**config.mk**
```make
export PLATFORM = sky130hd
export DESIGN_NAME = wide_add_sequencer
export DESIGN_NICKNAME = d
export VERILOG_FILES = /design/src/rtl/wide_add_sequencer.sv
export SDC_FILE = /design/constraint.sdc
export NUM_CORES = 1
export LEC_CHECK = 0
export BUFFER_PORTS_ARGS = -buffer_cell sky130_fd_sc_hd__buf_4
export CORE_UTILIZATION = 54
export DETAILED_ROUTE_END_ITERATION = 7
export GPL_TIMING_DRIVEN = 0
export HOLD_SLACK_MARGIN = 0.08
export PLACE_DENSITY = 0.79
export SYNTH_ARGS = -nofsm -noshare
export SYNTH_HDL_FRONTEND = slang
export SYNTH_SLANG_ARGS = --single-unit
export TNS_END_PERCENT = 30
```
**constraint.sdc**
```tcl
create_clock -name clk -period 3.9 [get_ports clk]
set_input_delay 0.39 -clock clk [delete_from_list [all_inputs] [get_ports clk]]
set_output_delay 0.39 -clock clk [all_outputs]
set_load 0.02 [all_outputs]
```
**src/rtl/wide_add_sequencer.sv**
```systemverilog
// Multi-cycle WIDTH-bit adder/subtractor that walks one nibble per cycle,
// least significant first, through a shared 4-bit ripple-carry slice.

module ripple_carry_adder (
  input  logic [3:0] a,
  input  logic [3:0] b,
  input  logic       cin,
  output logic [3:0] sum,
  output logic       cout
);
  logic [4:0] c;

  assign c[0] = cin;

  for (genvar i = 0; i < 4; i++) begin : g_fa
    assign sum[i]  = a[i] ^ b[i] ^ c[i];
    assign c[i+1]  = (a[i] & b[i]) | (c[i] & (a[i] ^ b[i]));
  end

  assign cout = c[4];
endmodule

// state | meaning
// IDLE  | waiting for an operation, in_ready high
// RUN   | one nibble per cycle through the slice, index counts up
// DONE  | result presented with out_valid, held until out_ready
module wide_add_sequencer #(
  parameter int WIDTH = 16
) (
  input  logic             clk,
  input  logic             rst_n,
  input  logic             in_valid,
  output logic             in_ready,
  input  logic [WIDTH-1:0] a,
  input  logic [WIDTH-1:0] b,
  input  logic             op_sub,
  output logic             out_valid,
  input  logic             out_ready,
  output logic [WIDTH-1:0] sum,
  output logic             carry_out,
  output logic             overflow,
  output logic             busy
);
  localparam int NCHUNK = WIDTH / 4;
  localparam int IW     = (NCHUNK > 1) ? $clog2(NCHUNK) : 1;
  localparam logic [IW-1:0] LAST_IDX = IW'(NCHUNK - 1);

  typedef enum logic [1:0] {
    IDLE = 2'd0,
    RUN  = 2'd1,
    DONE = 2'd2
  } state_t;

  state_t           state;
  logic [WIDTH-1:0] a_reg;
  logic [WIDTH-1:0] b_reg;
  logic [WIDTH-1:0] result;
  logic             carry_reg;
  logic [IW-1:0]    idx;

  logic [3:0]       slice_a;
  logic [3:0]       slice_b;
  logic [3:0]       slice_sum;
  logic             slice_cout;

  assign slice_a = a_reg[{idx, 2'b00} +: 4];
  assign slice_b = b_reg[{idx, 2'b00} +: 4];

  ripple_carry_adder u_slice (
    .a    (slice_a),
    .b    (slice_b),
    .cin  (carry_reg),
    .sum  (slice_sum),
    .cout (slice_cout)
  );

  // Gated by rst_n so the producer never sees ready while reset is held.
  assign in_ready = rst_n && (state == IDLE);
  assign sum      = result;

  always_ff @(posedge clk or negedge rst_n) begin
    if (!rst_n) begin
      state     <= IDLE;
      a_reg     <= '0;
      b_reg     <= '0;
      result    <= '0;
      carry_reg <= 1'b0;
      idx       <= '0;
      out_valid <= 1'b0;
      carry_out <= 1'b0;
      overflow  <= 1'b0;
      busy      <= 1'b0;
    end else begin
      case (state)
        IDLE: begin
          if (in_valid) begin
            a_reg     <= a;
            b_reg     <= op_sub ? ~b : b;
            carry_reg <= op_sub;
            idx       <= '0;
            busy      <= 1'b1;
            state     <= RUN;
          end
        end
        RUN: begin
          result[{idx, 2'b00} +: 4] <= slice_sum;
          carry_reg <= slice_cout;
          idx       <= idx + 1'b1;
          if (idx == LAST_IDX) begin
            // Top nibble: the slice MSB is the final sum MSB.
            carry_out <= slice_cout;
            overflow  <= (a_reg[WIDTH-1] == b_reg[WIDTH-1]) &&
                         (slice_sum[3] != a_reg[WIDTH-1]);
            out_valid <= 1'b1;
            state     <= DONE;
          end
        end
        DONE: begin
          if (out_ready) begin
            out_valid <= 1'b0;
            busy      <= 1'b0;
            state     <= IDLE;
          end
        end
        default: begin
          out_valid <= 1'b0;
          busy      <= 1'b0;
          state     <= IDLE;
        end
      endcase
    end
  end
endmodule

```
* After elaboration in Yosys (flattened, before gate mapping)
Cells that the tools add are included.
** Operators by class
- Add/subtract/negate cells :: 2
- Equal/unequal tests :: 8
- Shifts and indexed selects :: 4
- Mux-type cells :: 15
- Bitwise gates (word level) :: 23
- Reduce and logical (&&, ||, !) cells :: 10
** Operator list (count)
- 16-bit by 5-bit variable part select with 4-bit output :: 2
- 16-bit bitwise mux :: 1
- 16-bit 2-to-1 mux :: 1
- 16-bit inverter :: 1
- 4-bit by 6-bit variable shift with 16-bit output (first input constant) :: 1
- 4-bit by 6-bit variable part select with 16-bit output :: 1
- 3-bit AND reduction :: 3
- 1-bit AND :: 8
- 2-bit 2-to-1 mux :: 4
- 1-bit XOR :: 8
- 2-bit inequality test (second input constant) :: 3
- 4-bit negation with 6-bit output :: 1
- 1-bit one-hot mux with 3 select lines :: 2
- 2-bit one-hot mux with 3 select lines :: 1
- 2-bit AND reduction :: 3
- 2-bit equality test (second input constant) :: 2
- 1-bit 2-to-1 mux :: 4
- 1-bit bitwise OR :: 4
- 2-bit one-hot mux with 2 select lines :: 1
- 2-bit by 1-bit adder with 2-bit output (second input constant) :: 1
- 2-bit by 1-bit equality test with 1-bit output (second input constant) :: 1
- 1-bit logical AND :: 2
- 2-bit zero test :: 1
- 1-bit inverter :: 2
- 4 further kinds :: 4
** Word-level totals
- Bits in registers :: 57
- Input port bits :: 37
- Output and inout bits :: 21
- Word-level logic and storage cells :: 72

* Depth between registers and ports, before layout
- Depth in word-level cells :: 11
- Depth in mapped cells :: 13
- Gate-level depth less buffers :: 12

* Hierarchy
Synthesis repeated with hierarchy kept, for this count alone.
** Unflattened totals
- Cell total of the unflattened synthesis :: 253
- Area total of the unflattened synthesis :: 2797.7 µm²
** By module, submodules not included
- wide_add_sequencer :: instances 1, cells an instance 239, area an instance 2680.1 µm², sequential area each 1426.4 µm²
- ripple_carry_adder :: instances 1, cells an instance 14, area an instance 117.6 µm², sequential area each 0.0 µm²

* Worst setup path before layout
No wires, ideal clock.
- Kind :: register to register
- Start point :: register idx[0]
- End point :: register overflow
- Setup time :: 125 ps
- Arrival time :: 2888 ps
- Data required time :: 3775 ps
- Slack :: 887 ps
- Cell stages (with the launch flop) :: 12
- Clock period less this slack :: 3013 ps
- Cell sequence :: dfrtp_1 buf_2 buf_2 mux4_2 fa_1 inv_1 fa_1 inv_1 fa_1 nand2b_1 o22ai_1 mux2_2
** Between the ends
- Cells in the longest elaborated chain, start to end :: 11
** RTL lines
- from (decl) :: RTL line 59 : logic [IW-1:0] idx;
- from (signal assigned) :: RTL line 108 : idx <= idx + 1'b1;
- 16-bit by 5-bit variable part select with 4-bit output (on tied branches) :: RTL line 66, 67
- 1-bit XOR :: RTL line 17 : assign c[i+1] = (a[i] & b[i]) | (c[i] & (a[i] ^ b[i]));
- 1-bit AND :: RTL line 17
- 1-bit bitwise OR :: RTL line 17
- 1-bit AND :: RTL line 17
- 1-bit bitwise OR :: RTL line 17
- 1-bit AND :: RTL line 17
- 1-bit bitwise OR :: RTL line 17
- 1-bit XOR :: RTL line 16 : assign sum[i] = a[i] ^ b[i] ^ c[i];
- 1-bit inequality test :: RTL line 113 : (slice_sum[3] != a_reg[WIDTH-1]);
- 1-bit logical AND :: RTL line 112 : overflow <= (a_reg[WIDTH-1] == b_reg[WIDTH-1]) &&
- to (signal assigned) :: RTL line 112
- to (decl) :: RTL line 41 : output logic overflow,
Several ways; a longest one is shown, not always the timed one.
A chain may end at the register's enable or synchronous reset.

* Final worst setup path
- Start point :: register idx[1]
- End point :: register overflow
The elaborated chain is that of the path after synthesis.

==> flow_summary_export.csv <==
group,metric,value,unit
outcome,status,"finished, final reports clean",
power,power_density,902,nW/um^2
route,ant_nets,0,
timing,max_freq,0.290,GHz
cts,cts.sinks,57,
synth,yosysUniqueCellTypes,37,
timing,tns,0,ns
timing,setup_viol,0,
synth,synthArstFlopShare,100,%
cts,cts_buffers,9,
synth,synth_edf_count,0,
timing,min_period,3.45,ns
timing,slew_violations,0,
critical_path,crit_family,"adder cells",
route,drt-pass1-iter-count,5,
cts,cts_tree,"built",
route,vias,2154,
critical_path,start_kind,"flip-flop",
critical_path,path_buf_inv,5,
route,vias_per_cell,5.34,
grt,grt_pass1_wl,10000,microns
route,drt-total-wl,6070,microns
die,start_util,57.8,%
layout,drive_above_1_share,28.3,%
synth,synth_seq_cells,57,
critical_path,crit_path_max_incr_delay,0.49,ns
die,placementRows,25,
critical_path,path_cells,"clkbuf_1 -> mux4_2 -> inv_1 -> fa_1 -> inv_1 -> fa_1 -> inv_1 -> fa_1 -> inv_1 -> fa_1 -> nand2b_1 -> o22ai_1 -> mux2_2",
min_path,hp-class,"input port to asynchronous set/reset pin",
layout,layout_commonest_cell,"nand2_1",
layout,area_delta_synth_final,26.0,%
synth,synth_area,2800,sq um
die,io_pins,58,
die,core,4850,sq um
cts,htree_levels,3,
critical_path,cp_max_fo,9,
grt,grt_pass1_vias,2130,
placed_design,routabilityCongestion,0.793,
critical_path,critPathRequiredTime,4.12,ns
grt,antenna_found_initial,0,
layout,fillers,359,
timing,worst_pin_slew,0.702,ns
run,drv_cap,0,
timing,period_share,88.3,%
critical_path,slowest_stage,"clkbuf_1",
route,wl_per_cell,15.1,microns
cts,cts_resized,0,
synth,seq_area_frac_synth,50.9,%
grt,grt_use_total,25.6,%
power,leakagePower,1.72,nW
cts,clockBufferDepth,2,
cts,path_clk_slew,0.07,ns
synth,synth_ff_type,"dfrtp_1",
critical_path,worstSetupPathType,"flip-flop to flip-flop",
synth,synth_nets,311,
cts,clock_latency,0.34,ns
layout,fin_nets,378,
timing,clock_skew,0.00699,ns
synth,yosys_warnings,0,
timing,rsz0062_at_grt,"no",
grt,grt_overflow_total,0,
synth,syn_avg_cell_area,10.6,sq um
critical_path,critPathArrivalTime,3.66,ns
timing,hold_viol_final,0,
critical_path,end_kind,"flip-flop",
route,drt_iter0_markers,132,
die,fp.dieH,74.0,microns
layout,finish.utilization,72.7,%
placed_design,hpwlAfterDp,4240,microns
layout,layout_common_cells,"84 x nand2_1, 57 x buf_4, 57 x dfrtp_1",
placed_design,io_buffers,56,
layout,diodes,0,
cts,hold_buffers,0,
timing,slew_headroom,53.2,%
grt,grt_max_degree,59,
power,ir_drop,0.425,mV
die,die_x,74.0,microns
cts,ctsRootBufferMaster,"clkbuf_8",
die,die_area,5480,sq um
cts,cts_setup_buffers,0,
synth,netlist_instances,264,
route,drc_errors,0,
cell usage after synthesis, types with 2 or more instances:
master     n  area (sq um)
o41ai_1    6          52.6
clkbuf_1   5          18.8
inv_1     12          45.0
o31ai_1    8          60.1
dfrtp_1   57          1430
nand3b_2   2          22.5
fa_1       4          80.1
nand2b_1   5          31.3
ha_1       6          75.1
xnor2_1   16           140
buf_2      7          35.0
a22o_1     2          17.5
mux2_2     2          22.5
o21ai_1    7          35.0
o21ai_0   12          60.1
mux4_2     8           180
o21ai_2    2          17.5
nand2_1   84           315
stage by stage:
step                cell area, sq um  total power [W]  cells  hold WS [ns]  setup slack (ns)
detailed placement              3300          0.00255    387         0.464             0.492
CTS                             3530          0.00320    403         0.121             0.482
global placement                3300          0.00249    387         0.454             0.577
finish                          3530          0.00318    403         0.108             0.454
global route                    3530          0.00341    403         0.155             0.255
floorplan                       2800          0.00205    264        0.0944             0.887
logic make-up after synthesis:
logic type      after synthesis  share of synthesized area, %
mux                          10                          7.24
flops                        57                          50.9
compound gates               42                          10.0
xor+xnor                     16                          5.00
buf+inv                      27                          4.33
simple gates                102                          16.9
fa+ha+maj                    10                          5.54
final cells by class:
type	count	area (sq um)	share of cell area, %
Multi-Input combinational cell	180	1250	35.5
Timing Repair Buffer	56	420	11.9
Clock inverter	2	60.1	1.70
Sequential cell	57	1430	40.4
Inverter	12	45.0	1.28
Tap cell	67	83.8	2.38
Buffer	15	76.3	2.16
Clock buffer	14	163	4.61
path summary, 6_finish.rpt:
kind | start | end | slack, ns | cells past startpoint
setup / recovery | idx[1]$_DFFE_PN0P_ | overflow$_DFFE_PN0P_ | 0.45 | 13
hold / removal | rst_n | sum[15]$_DFFE_PN0P_ | 0.11 | 1
setup reg to reg | idx[1]$_DFFE_PN0P_ | overflow$_DFFE_PN0P_ | 0.45 | 13
hold reg to reg | a_reg[1]$_DFFE_PN0P_ | a_reg[1]$_DFFE_PN0P_ | 0.48 | 2
max in group asynchronous | rst_n | b_reg[13]$_DFFE_PN0P_ | 3.33 | 1
min in group clk | a[9] | a_reg[9]$_DFFE_PN0P_ | 0.24 | 3
report_power, final:
group / total (W) / internal, W / switching, W
Clock: 0.000625 / 0.000396 / 0.000230
Combinational: 0.00156 / 0.000641 / 0.000922
Sequential: 0.000993 / 0.000843 / 0.000150
worst register-to-register path, cell delays in order (launching register included):
cell and delay (ns):
dfrtp_1 0.40, clkbuf_1 0.49, mux4_2 0.32, inv_1 0.07
fa_1 0.38, inv_1 0.07, fa_1 0.16, inv_1 0.05
fa_1 0.36, inv_1 0.09, fa_1 0.48, nand2b_1 0.11
o22ai_1 0.09, mux2_2 0.26
per-layer routing:
layer | vias up | global-route usage (%) | routed length [microns]
met3 | 8 | 5.69 | 297
met1 | 1047 | 30.9 | 2530
met2 | 77 | 43.6 | 3160
met5 | - | 0 | 0
li1 | 1022 | - | -
met4 | 0 | 12.2 | 85
No activity file was read; power rests on OpenSTA's default activity.
